$ cat src/rtl/instr_loader.sv
// instr_loader: serial byte-stream boot loader for an instruction memory.
//
// A start pulse opens a session that collects min(word_count, DEPTH) 32-bit
// words from an 8-bit valid/ready stream (big-endian, first byte -> [31:24])
// and writes each to consecutive word addresses from BASE_ADDR. busy is high
// for the whole session so the CPU can be held stalled; done pulses once at
// the end.
//
// Optional feature (macro LOADER_CHECKSUM_EN): after the last word one extra
// byte is accepted and compared with the modulo-256 sum of all data bytes;
// a mismatch sets the sticky err flag. Without the macro, err is tied to 0.
//
// Ports:
//   clk, rst_n           clock, asynchronous active-low reset
//   start, word_count    session start pulse, word count (sampled on start)
//   in_valid, in_data    byte stream in
//   in_ready             byte stream ready
//   imem_we/addr/wdata   instruction memory write port (byte address)
//   busy, done, err      session status
module instr_loader #(
  parameter int          DEPTH     = 32,
  parameter logic [31:0] BASE_ADDR = 32'h0
) (
  input  logic        clk,
  input  logic        rst_n,
  input  logic        start,
  input  logic [5:0]  word_count,
  input  logic        in_valid,
  input  logic [7:0]  in_data,
  output logic        in_ready,
  output logic        imem_we,
  output logic [31:0] imem_addr,
  output logic [31:0] imem_wdata,
  output logic        busy,
  output logic        done,
  output logic        err
);

  localparam logic [2:0] IDLE    = 3'd0;
  localparam logic [2:0] COLLECT = 3'd1;
  localparam logic [2:0] WRITE   = 3'd2;
  localparam logic [2:0] FINISH  = 3'd3;
`ifdef LOADER_CHECKSUM_EN
  localparam logic [2:0] CHECK   = 3'd4;
`endif

  // word_count is 6 bits, so a DEPTH above 63 can never clamp.
  localparam logic [5:0] DEPTH_C = (DEPTH > 63) ? 6'd63 : 6'(DEPTH);

  logic [2:0]  state_q, state_d;
  logic [5:0]  cnt_q,   cnt_d;
  logic [5:0]  widx_q,  widx_d;
  logic [1:0]  bidx_q,  bidx_d;
  logic [31:0] shreg_q, shreg_d;
  logic [5:0]  clamp;

  assign clamp = (word_count > DEPTH_C) ? DEPTH_C : word_count;

`ifdef LOADER_CHECKSUM_EN
  logic [7:0] sum_q, sum_d;
  logic       err_q, err_d;
`endif

  always_comb begin
    state_d = state_q;
    cnt_d   = cnt_q;
    widx_d  = widx_q;
    bidx_d  = bidx_q;
    shreg_d = shreg_q;
`ifdef LOADER_CHECKSUM_EN
    sum_d   = sum_q;
    err_d   = err_q;
`endif
    case (state_q)
      IDLE: begin
        if (start) begin
          cnt_d   = clamp;
          widx_d  = '0;
          bidx_d  = '0;
          state_d = (clamp == 6'd0) ? FINISH : COLLECT;
`ifdef LOADER_CHECKSUM_EN
          sum_d   = '0;
          err_d   = 1'b0;
`endif
        end
      end
      COLLECT: begin
        if (in_valid) begin
          shreg_d = {shreg_q[23:0], in_data};
          bidx_d  = bidx_q + 2'd1;
`ifdef LOADER_CHECKSUM_EN
          sum_d   = sum_q + in_data;
`endif
          if (bidx_q == 2'd3) state_d = WRITE;
        end
      end
      WRITE: begin
        // On the last word the index is left in place so imem_addr never
        // walks past the final written location.
        if (widx_q + 6'd1 == cnt_q) begin
`ifdef LOADER_CHECKSUM_EN
          state_d = CHECK;
`else
          state_d = FINISH;
`endif
        end else begin
          widx_d  = widx_q + 6'd1;
          state_d = COLLECT;
        end
      end
`ifdef LOADER_CHECKSUM_EN
      CHECK: begin
        if (in_valid) begin
          err_d   = (in_data != sum_q);
          state_d = FINISH;
        end
      end
`endif
      FINISH:  state_d = IDLE;
      default: state_d = IDLE;
    endcase
  end

  always_ff @(posedge clk or negedge rst_n) begin
    if (!rst_n) begin
      state_q <= IDLE;
      cnt_q   <= '0;
      widx_q  <= '0;
      bidx_q  <= '0;
      shreg_q <= '0;
`ifdef LOADER_CHECKSUM_EN
      sum_q   <= '0;
      err_q   <= 1'b0;
`endif
    end else begin
      state_q <= state_d;
      cnt_q   <= cnt_d;
      widx_q  <= widx_d;
      bidx_q  <= bidx_d;
      shreg_q <= shreg_d;
`ifdef LOADER_CHECKSUM_EN
      sum_q   <= sum_d;
      err_q   <= err_d;
`endif
    end
  end

`ifdef LOADER_CHECKSUM_EN
  assign in_ready = (state_q == COLLECT) || (state_q == CHECK);
  assign err      = err_q;
`else
  assign in_ready = (state_q == COLLECT);
  assign err      = 1'b0;
`endif

  assign imem_we    = (state_q == WRITE);
  assign imem_addr  = BASE_ADDR + {24'd0, widx_q, 2'b00};
  assign imem_wdata = shreg_q;
  assign busy       = (state_q != IDLE);
  assign done       = (state_q == FINISH);

endmodule

$ cat config.mk
export PLATFORM = sky130hd
export DESIGN_NAME = instr_loader
export DESIGN_NICKNAME = d
export VERILOG_FILES = /design/src/rtl/instr_loader.sv
export SDC_FILE = /design/constraint.sdc
export NUM_CORES = 1
export LEC_CHECK = 0
export BUFFER_PORTS_ARGS = -buffer_cell sky130_fd_sc_hd__buf_2
export CORE_ASPECT_RATIO = 0.75
export CORE_MARGIN = 1
export CORE_UTILIZATION = 40
export CTS_CLUSTER_SIZE = 16
export DETAILED_ROUTE_END_ITERATION = 8
export GPL_TIMING_DRIVEN = 0
export PLACE_DENSITY = 0.67
export REMOVE_ABC_BUFFERS = 1
export SLEW_MARGIN = 5
export SYNTH_ARGS = -nofsm -noshare
export SYNTH_HDL_FRONTEND = slang
export SYNTH_SLANG_ARGS = --single-unit
$ cat constraint.sdc
create_clock -name clk -period 1.98 [get_ports clk]
set_input_delay 0.297 -clock clk [delete_from_list [all_inputs] [get_ports clk]]
set_output_delay 0.297 -clock clk [all_outputs]
set_load 0.1 [all_outputs]
==> results.cfg, run 1 <==
[global_routing]
gr-total-overflow = 0
grt_max_degree = 49
grt_pass1_wl_mm = 6.637
grt_pass1_vias = 1448
grt_antenna_before_repair = 0
track_usage_pct = 13.88

[detailed_routing]
drc = 0
first_iter_violations = 55
firstDrtPassIters = 4
antenna_left = 0
avgRoutedWirePerCell_um = 12.07
detailroute.via_count = 1558
drt_wl_total_mm = 4.056
via_per_inst = 4.637

[placed_design]
gp_congestion = 0.8298
pre_cts_ws_ns = -0.04575
dpl.cell_count = 328
dp_hpwl_mm = 2.915
place_area_mm2 = 0.002595
portBuffers = 59

[layout]
drive_above_1_share_pct = 41.00
final_common_cell = buf_2
final_area_mm2 = 0.002725
antenna_cells = 0
final_cell_mix = buf_2, dfrtp_1, mux2_2, conb_1, nand2_1
layout.cells.non_filler = 336
nets = 280
area_growth_syn_to_layout_pct = 16.53

[sta]
worstMarginPinSlew_ns = 1.040
clock-skew-final_ns = 0.01249
relSlewSlack_pct = 30.64
post-route-period-util_pct = 94.59
max_freq_ghz = 0.5339
drv_slew = 0
setup_viol = 0
setup_ws_ns = 0.1071
fin_setup_tns_ns = 0
period_needed_ns = 1.873
hold_viol = 0
rsz0062_at_grt = no

[setup_path]
worstReg2RegStart = widx_q[0]
crit_path_start = widx_q[0]
startpoint_type = register
r2r_cells = 6
critPathMaxFanout = 8
required_ns = 2.18
crit_type = reg -> reg
r2r_end = widx_q[2]
arrival_ns = 2.07
critPathCaptureType = register
critPathCapture = widx_q[2]
r2r_setup_slack_ns = 0.11

[die]
core.rowCount = 23
die_w_um = 90.29
die_h_um = 68.22
ioPinCount = 87
die_area_mm2 = 0.006159
coreArea_mm2 = 0.005497
initial_core_util_pct = 42.54

[hold_path]
holdCritPathClass = in -> async

[synthesis]
synth_area_leaders = dfrtp_1, mux2_2, buf_4
syn_area_mm2 = 0.002338
synth_top_area_share_pct = 51.36
syn_area_per_cell_um2 = 11.63
synth.distinct_cells = 35
synthesis.instances = 201
yosysWarnings = 0
synth-seq-cells = 48
yosys.area.top_type = dfrtp_1
yosysSeqAreaShare_pct = 51.36

[clock_network]
clk_pin_slew_worst_paths_ns = 0.10
clockBufferDepth = 2
cts.sinks = 48
post_cts_buffers = 0
cts_hold_buf = 0
root_buffer = clkbuf_8
cts_made_buffers = 5
h-tree-depth = 2
clkLatencyLatePin_ns = 0.30
tritoncts = built

[flow_run]
max-cap-violations = 0

[status]
status = finished clean
==> registers in the layout (all words and copies together), names as in the netlist <==
register	cells
imem_wdata	32
state_q	2
bidx_q	2
widx_q	6
cnt_q	6
==> Yosys cell counts <==
cell / count
xnor2_1: 7
nand2b_1: 1
a32oi_1: 1
buf_4: 28
inv_1: 5
mux2i_1: 2
nand4_4: 1
mux2_2: 32
nor2_1: 4
o21ai_0: 8
or2_1: 1
o2bb2ai_1: 1
conb_1: 1
nor4b_1: 1
a31oi_1: 3
and2b_1: 1
nor4_1: 1
o21bai_1: 2
o221a_1: 1
nor3_1: 2
a21oi_1: 2
o21ai_1: 3
dfrtp_1: 48
and2_1: 2
o221ai_1: 1
clkbuf_1: 2
and3_1: 2
buf_2: 3
nand2_1: 22
nand3_1: 5
o211ai_1: 2
xor2_1: 1
o32ai_1: 1
ha_1: 2
xnor2_2: 2
==> repair_timing <==
action,4_1_cts,5_1_grt
endpoints found under the hold margin,0,0
setup endpoints to repair,1,5
gates resized for setup,2,4
pin swaps,0,2
==> routing by layer <==
layer,up-vias,GRT usage [%],routed length (um)
met3,4,5.000,287
li1,751,-,-
met4,0,4.637,27
met1,750,18.56,1934
met2,53,21.09,1807
met5,-,0,0
==> worst min-delay path by stage <==
stage	to	depth (start not counted)	slack, ns
2_1_floorplan	bidx_q[0]	0	0.001
4_1_cts	imem_wdata[2]	2	0.21
3_5_place_dp	imem_wdata[29]	1	0.49
5_1_grt	imem_wdata[2]	2	0.21
6_report	widx_q[3]	1	0.17
3_3_place_gp	imem_wdata[29]	1	0.48
==> worst max-delay path, stage by stage (launching register included) <==
cell and delay, ns:
dfrtp_2 0.46, ha_2 0.30, xor2_1 0.14, nor2_1 0.17
nand4_4 0.18, or2_1 0.31, o221a_1 0.22
==> kinds of logic (layout without fill, tap and decap cells) <==
kind of cell	after synthesis	in the layout	share of synthesized area (%)
flops	48	48	51.36
simple gates	43	43	9.149
buf+inv	38	72	10.75
mux	34	34	16.27
compound gates	25	25	6.848
xor+xnor	10	10	4.387
fa+ha+maj	2	2	1.070
other cells	1	27	0.1604
==> per-stage QoR <==
| stage | util, % | hold WS, ns |
|---|---|---|
| after global routing | 49.58 | 0.2123 |
| final | 49.58 | 0.1690 |
| after floorplan | - | 0.001409 |
| after detailed placement | 47.21 | 0.4907 |
| after global placement | 47.17 | 0.4831 |
| after CTS | 49.31 | 0.2119 |
==> area by class of cell <==
class	instances	area, um^2
clock buffers	5	68.82
repair buffers	59	297.8
clock inverters	3	42.54
flip-flops and latches	48	1202
fillers	537	2771
multi-input cells	141	1001
well taps	75	93.84
inverters	5	18.77
Power of run 1 is not shown: default switching activity piles up to over one toggle a cycle in this logic, so the estimate is an artifact.
==> run 2: changes to the inputs <==
CORE_ASPECT_RATIO = 0.9   (was 0.75)
==> results.cfg, run 2 (synthesized netlist as in run 1, its figures left out) <==
[status]
status = finished, violations left
violations = DRC

[clock_network]
tritoncts = built
clockBufferDepth = 2
post_cts_buffers = 0
cts.sinks = 48
clkLatencyLatePin_ns = 0.29
cts_made_buffers = 5
h-tree-depth = 2
cts_hold_buf = 0
clk_pin_slew_worst_paths_ns = 0.09
root_buffer = clkbuf_8

[die]
coreArea_mm2 = 0.005660
initial_core_util_pct = 41.31
ioPinCount = 87
die_w_um = 82.60
die_h_um = 74.54
core.rowCount = 26
die_area_mm2 = 0.006156

[sta]
drv_slew = 0
worstMarginPinSlew_ns = 1.079
fin_hold_ws_ns = 0.1897
relSlewSlack_pct = 28.06
fin_setup_tns_ns = 0
hold_viol = 0
setup_viol = 0
rsz0062_at_grt = no
period_needed_ns = 1.891
max_freq_ghz = 0.5289
clock-skew-final_ns = 0.01300
post-route-period-util_pct = 95.49

[detailed_routing]
firstDrtPassIters = 6
drc = 1
antenna_left = 0
drt_wl_total_mm = 4.036
detailroute.via_count = 1565
first_iter_violations = 68
via_per_inst = 4.728
avgRoutedWirePerCell_um = 12.19

[layout]
fillers = 540
largest_register_ffs = 32
final_common_cell = buf_2
drive_above_1_share_pct = 41.38
antenna_cells = 0
final_cell_mix = buf_2, dfrtp_1, mux2_2, conb_1, nand2_1
layout.cells.non_filler = 331
area_growth_syn_to_layout_pct = 17.07
nets = 280

[setup_path]
cp_num_buf_inv = 0
required_ns = 2.16
worst_path_max_delay_cell = dfrtp_2
slowest_delay_ns = 0.46
crit_family = simple AND/OR/NAND/NOR gates
crit_type = reg -> reg
critPathCaptureType = register
crit_chain = ha_2 > xor2_1 > nor2_1 > nand4_4 > or2_1 > o221a_1
critPathMaxFanout = 8
arrival_ns = 2.08
startpoint_type = register

[flow_run]
max-cap-violations = 0

[global_routing]
grt_pass1_vias = 1365
grt_max_degree = 49
track_usage_pct = 13.35
grt_pass1_wl_mm = 6.210
grt_antenna_before_repair = 0
gr-total-overflow = 0

[placed_design]
gp_congestion = 0.7850
dp_hpwl_mm = 2.812
dpl.cell_count = 323
portBuffers = 59

[hold_path]
holdCritPathClass = in -> async
==> run 2: cell types whose count changed in the layout (fill, tap and decap cells not counted) <==
cell / previous run / this run
o21ai_2: 0 / 1
clkbuf_4: 0 / 1
clkinvlp_4: 1 / 0
clkinv_2: 1 / 0
buf_4: 1 / 0
clkbuf_8: 5 / 7
o21ai_1: 3 / 2
==> run 2: final cells by class <==
class,count,area [um^2],area share [%]
Inverter,5,18.77,0.6856
Clock inverter,1,30.03,1.097
Clock buffer,7,96.34,3.519
Timing Repair Buffer,59,297.8,10.88
Sequential cell,48,1202,43.92
Tap cell,70,87.58,3.199
Multi-Input combinational cell,141,1005,36.70
==> run 2: metal layers <==
metal / part of all wire (%) / track usage, % / routed length (um) / vias up
met4: 0.62 / 4.023 / 25 / 0
li1: - / - / - / 753
met1: 48 / 17.46 / 1933 / 760
met3: 4.6 / 2.945 / 185 / 2
met2: 47 / 22.22 / 1892 / 50
met5: 0 / 0 / 0 / -
==> run 2: through the flow <==
stage | instance area, um^2 | util [%] | worst slack, ns
after floorplan | 2203 | - | -0.7279
after global placement | 2586 | 45.69 | -0.2752
after detailed placement | 2589 | 45.73 | -0.03367
after CTS | 2719 | 48.03 | 0.01971
after global routing | 2738 | 48.36 | 0.0007876
final | 2738 | 48.36 | 0.08927
==> run 2: path summary, 6_finish.rpt <==
path,startpoint,endpoint,slack [ns],depth (start not counted)
max reg2reg,widx_q[0],widx_q[2],0.09,6
max in group asynchronous,rst_n,widx_q[0],1.05,1
min,rst_n,widx_q[3],0.19,1
min in group clk,in_data[6],imem_wdata[6],0.24,2
min reg2reg,imem_wdata[26],imem_wdata[26],0.51,1
max,widx_q[0],widx_q[2],0.09,6
==> run 2: repair_timing <==
item / CTS / global route
setup endpoints to repair: 2 / 4
pin swaps: 0 / 2
endpoints found under the hold margin: 0 / 0
resized for setup: 2 / 4
Power of run 2 is left out for the same reason.
==> run 3: changes to the inputs <==
CELL_PAD_IN_SITES_DETAIL_PLACEMENT = 0   (was default)
CELL_PAD_IN_SITES_GLOBAL_PLACEMENT = 1   (was default)
CORE_UTILIZATION = 37   (was 40)
PLACE_DENSITY = default   (was 0.67)
PLACE_DENSITY_LB_ADDON = 0.1   (was default)
==> results.cfg, run 3 (synthesized netlist as in run 1, its figures left out) <==
[layout]
antenna_cells = 0
final_common_cell = buf_2
drive_above_1_share_pct = 41.15
final_cell_mix = buf_2, dfrtp_1, mux2_2, conb_1, nand2_1
layout.cells.non_filler = 347
nets = 280
area_growth_syn_to_layout_pct = 16.32
largest_register_ffs = 32

[clock_network]
clkLatencyLatePin_ns = 0.30
clockBufferDepth = 2
cts_made_buffers = 5
cts.sinks = 48
cts_hold_buf = 0
tritoncts = built
post_cts_buffers = 0
clk_pin_slew_worst_paths_ns = 0.09
h-tree-depth = 2
root_buffer = clkbuf_8

[global_routing]
grt_pass1_vias = 1386
gr-total-overflow = 0
track_usage_pct = 13.14
grt_max_degree = 49
grt_pass1_wl_mm = 6.865
grt_antenna_before_repair = 0

[die]
die_w_um = 85.80
die_area_mm2 = 0.006643
core.rowCount = 27
coreArea_mm2 = 0.006115
ioPinCount = 87
initial_core_util_pct = 38.24
die_h_um = 77.42

[hold_path]
holdCritPathClass = in -> async

[flow_run]
max-cap-violations = 0

[setup_path]
slowest_delay_ns = 0.44
worst_path_max_delay_cell = dfrtp_1
crit_type = reg -> out
critPathMaxFanout = 7
crit_chain = nand2b_1 > inv_1 > buf_4
arrival_ns = 1.57
startpoint_type = register
r2r_end = widx_q[2]
worstReg2RegStart = widx_q[0]
crit_path_start = state_q[0]
r2r_cells = 6
critPathCaptureType = output pin
r2r_setup_slack_ns = 0.12
required_ns = 1.68

[detailed_routing]
avgRoutedWirePerCell_um = 12.16
via_per_inst = 4.510
firstDrtPassIters = 4
detailroute.via_count = 1565
drc = 0
first_iter_violations = 52
drt_wl_total_mm = 4.219
antenna_left = 0

[placed_design]
dpl.cell_count = 340
dp_hpwl_mm = 2.927
portBuffers = 59
gp_congestion = 0.8144

[sta]
setup_viol = 0
post-route-period-util_pct = 94.08
drv_slew = 0
worstMarginPinSlew_ns = 1.057
relSlewSlack_pct = 29.53
rsz0062_at_grt = no
fin_hold_ws_ns = 0.1859
period_needed_ns = 1.863
hold_viol = 0
max_freq_ghz = 0.5368
clock-skew-final_ns = 0.006375

[status]
status = finished clean
run 3: cell type report:
cell class | instances | area [um^2]
clock buffer | 5 | 68.82
timing repair buffer | 59 | 297.8
tap | 87 | 108.9
clock inverter | 2 | 12.51
fill | 611 | 3395
inverter | 5 | 18.77
sequential | 48 | 1202
multi-input combinational | 141 | 1011
run 3: how the worst max path moves through the flow:
| stage | endpoint | slack (ns) | depth (start not counted) |
|---|---|---|---|
| after CTS | widx_q[2] | 0.03 | 6 |
| after floorplan | imem_wdata[0] | -0.73 | 3 |
| after global routing | imem_we | 0.02 | 3 |
| after detailed placement | widx_q[2] | -0.04 | 6 |
| final | imem_we | 0.12 | 3 |
| after global placement | imem_wdata[9] | -0.27 | 3 |
run 3: stage by stage:
step	utilization [%]	cell area (um^2)	TNS, ns	setup WS, ns
3_3_place_gp	42.64	2608	-8.972	-0.2745
5_1_grt	44.49	2720	0	0.02038
2_1_floorplan	-	2203	-27.57	-0.7279
4_1_cts	44.12	2698	0	0.03347
3_5_place_dp	42.68	2610	-0.03839	-0.03839
6_report	44.49	2720	0	0.1172
run 3: critical path, delay by kind of cell, from the launching register on:
kind / cells / cell delay, ns
DFF: 1 / 0.44
buffers and inverters: 2 / 0.54
and+or+nand+nor: 1 / 0.29
run 3: layer usage:
layer | wire [um] | up-vias | track usage, %
met3 | 278 | 4 | 3.404
met4 | 32 | 0 | 4.000
met1 | 2024 | 735 | 18.63
li1 | - | 755 | -
met2 | 1883 | 71 | 19.68
met5 | 0 | - | 0
run 3: what timing repair did:
| item | 4_1_cts | 5_1_grt |
|---|---|---|
| setup endpoints to repair | 2 | 5 |
| resized for setup | 3 | 4 |
| pin swaps | 0 | 1 |
Power of run 3 is left out for the same reason.
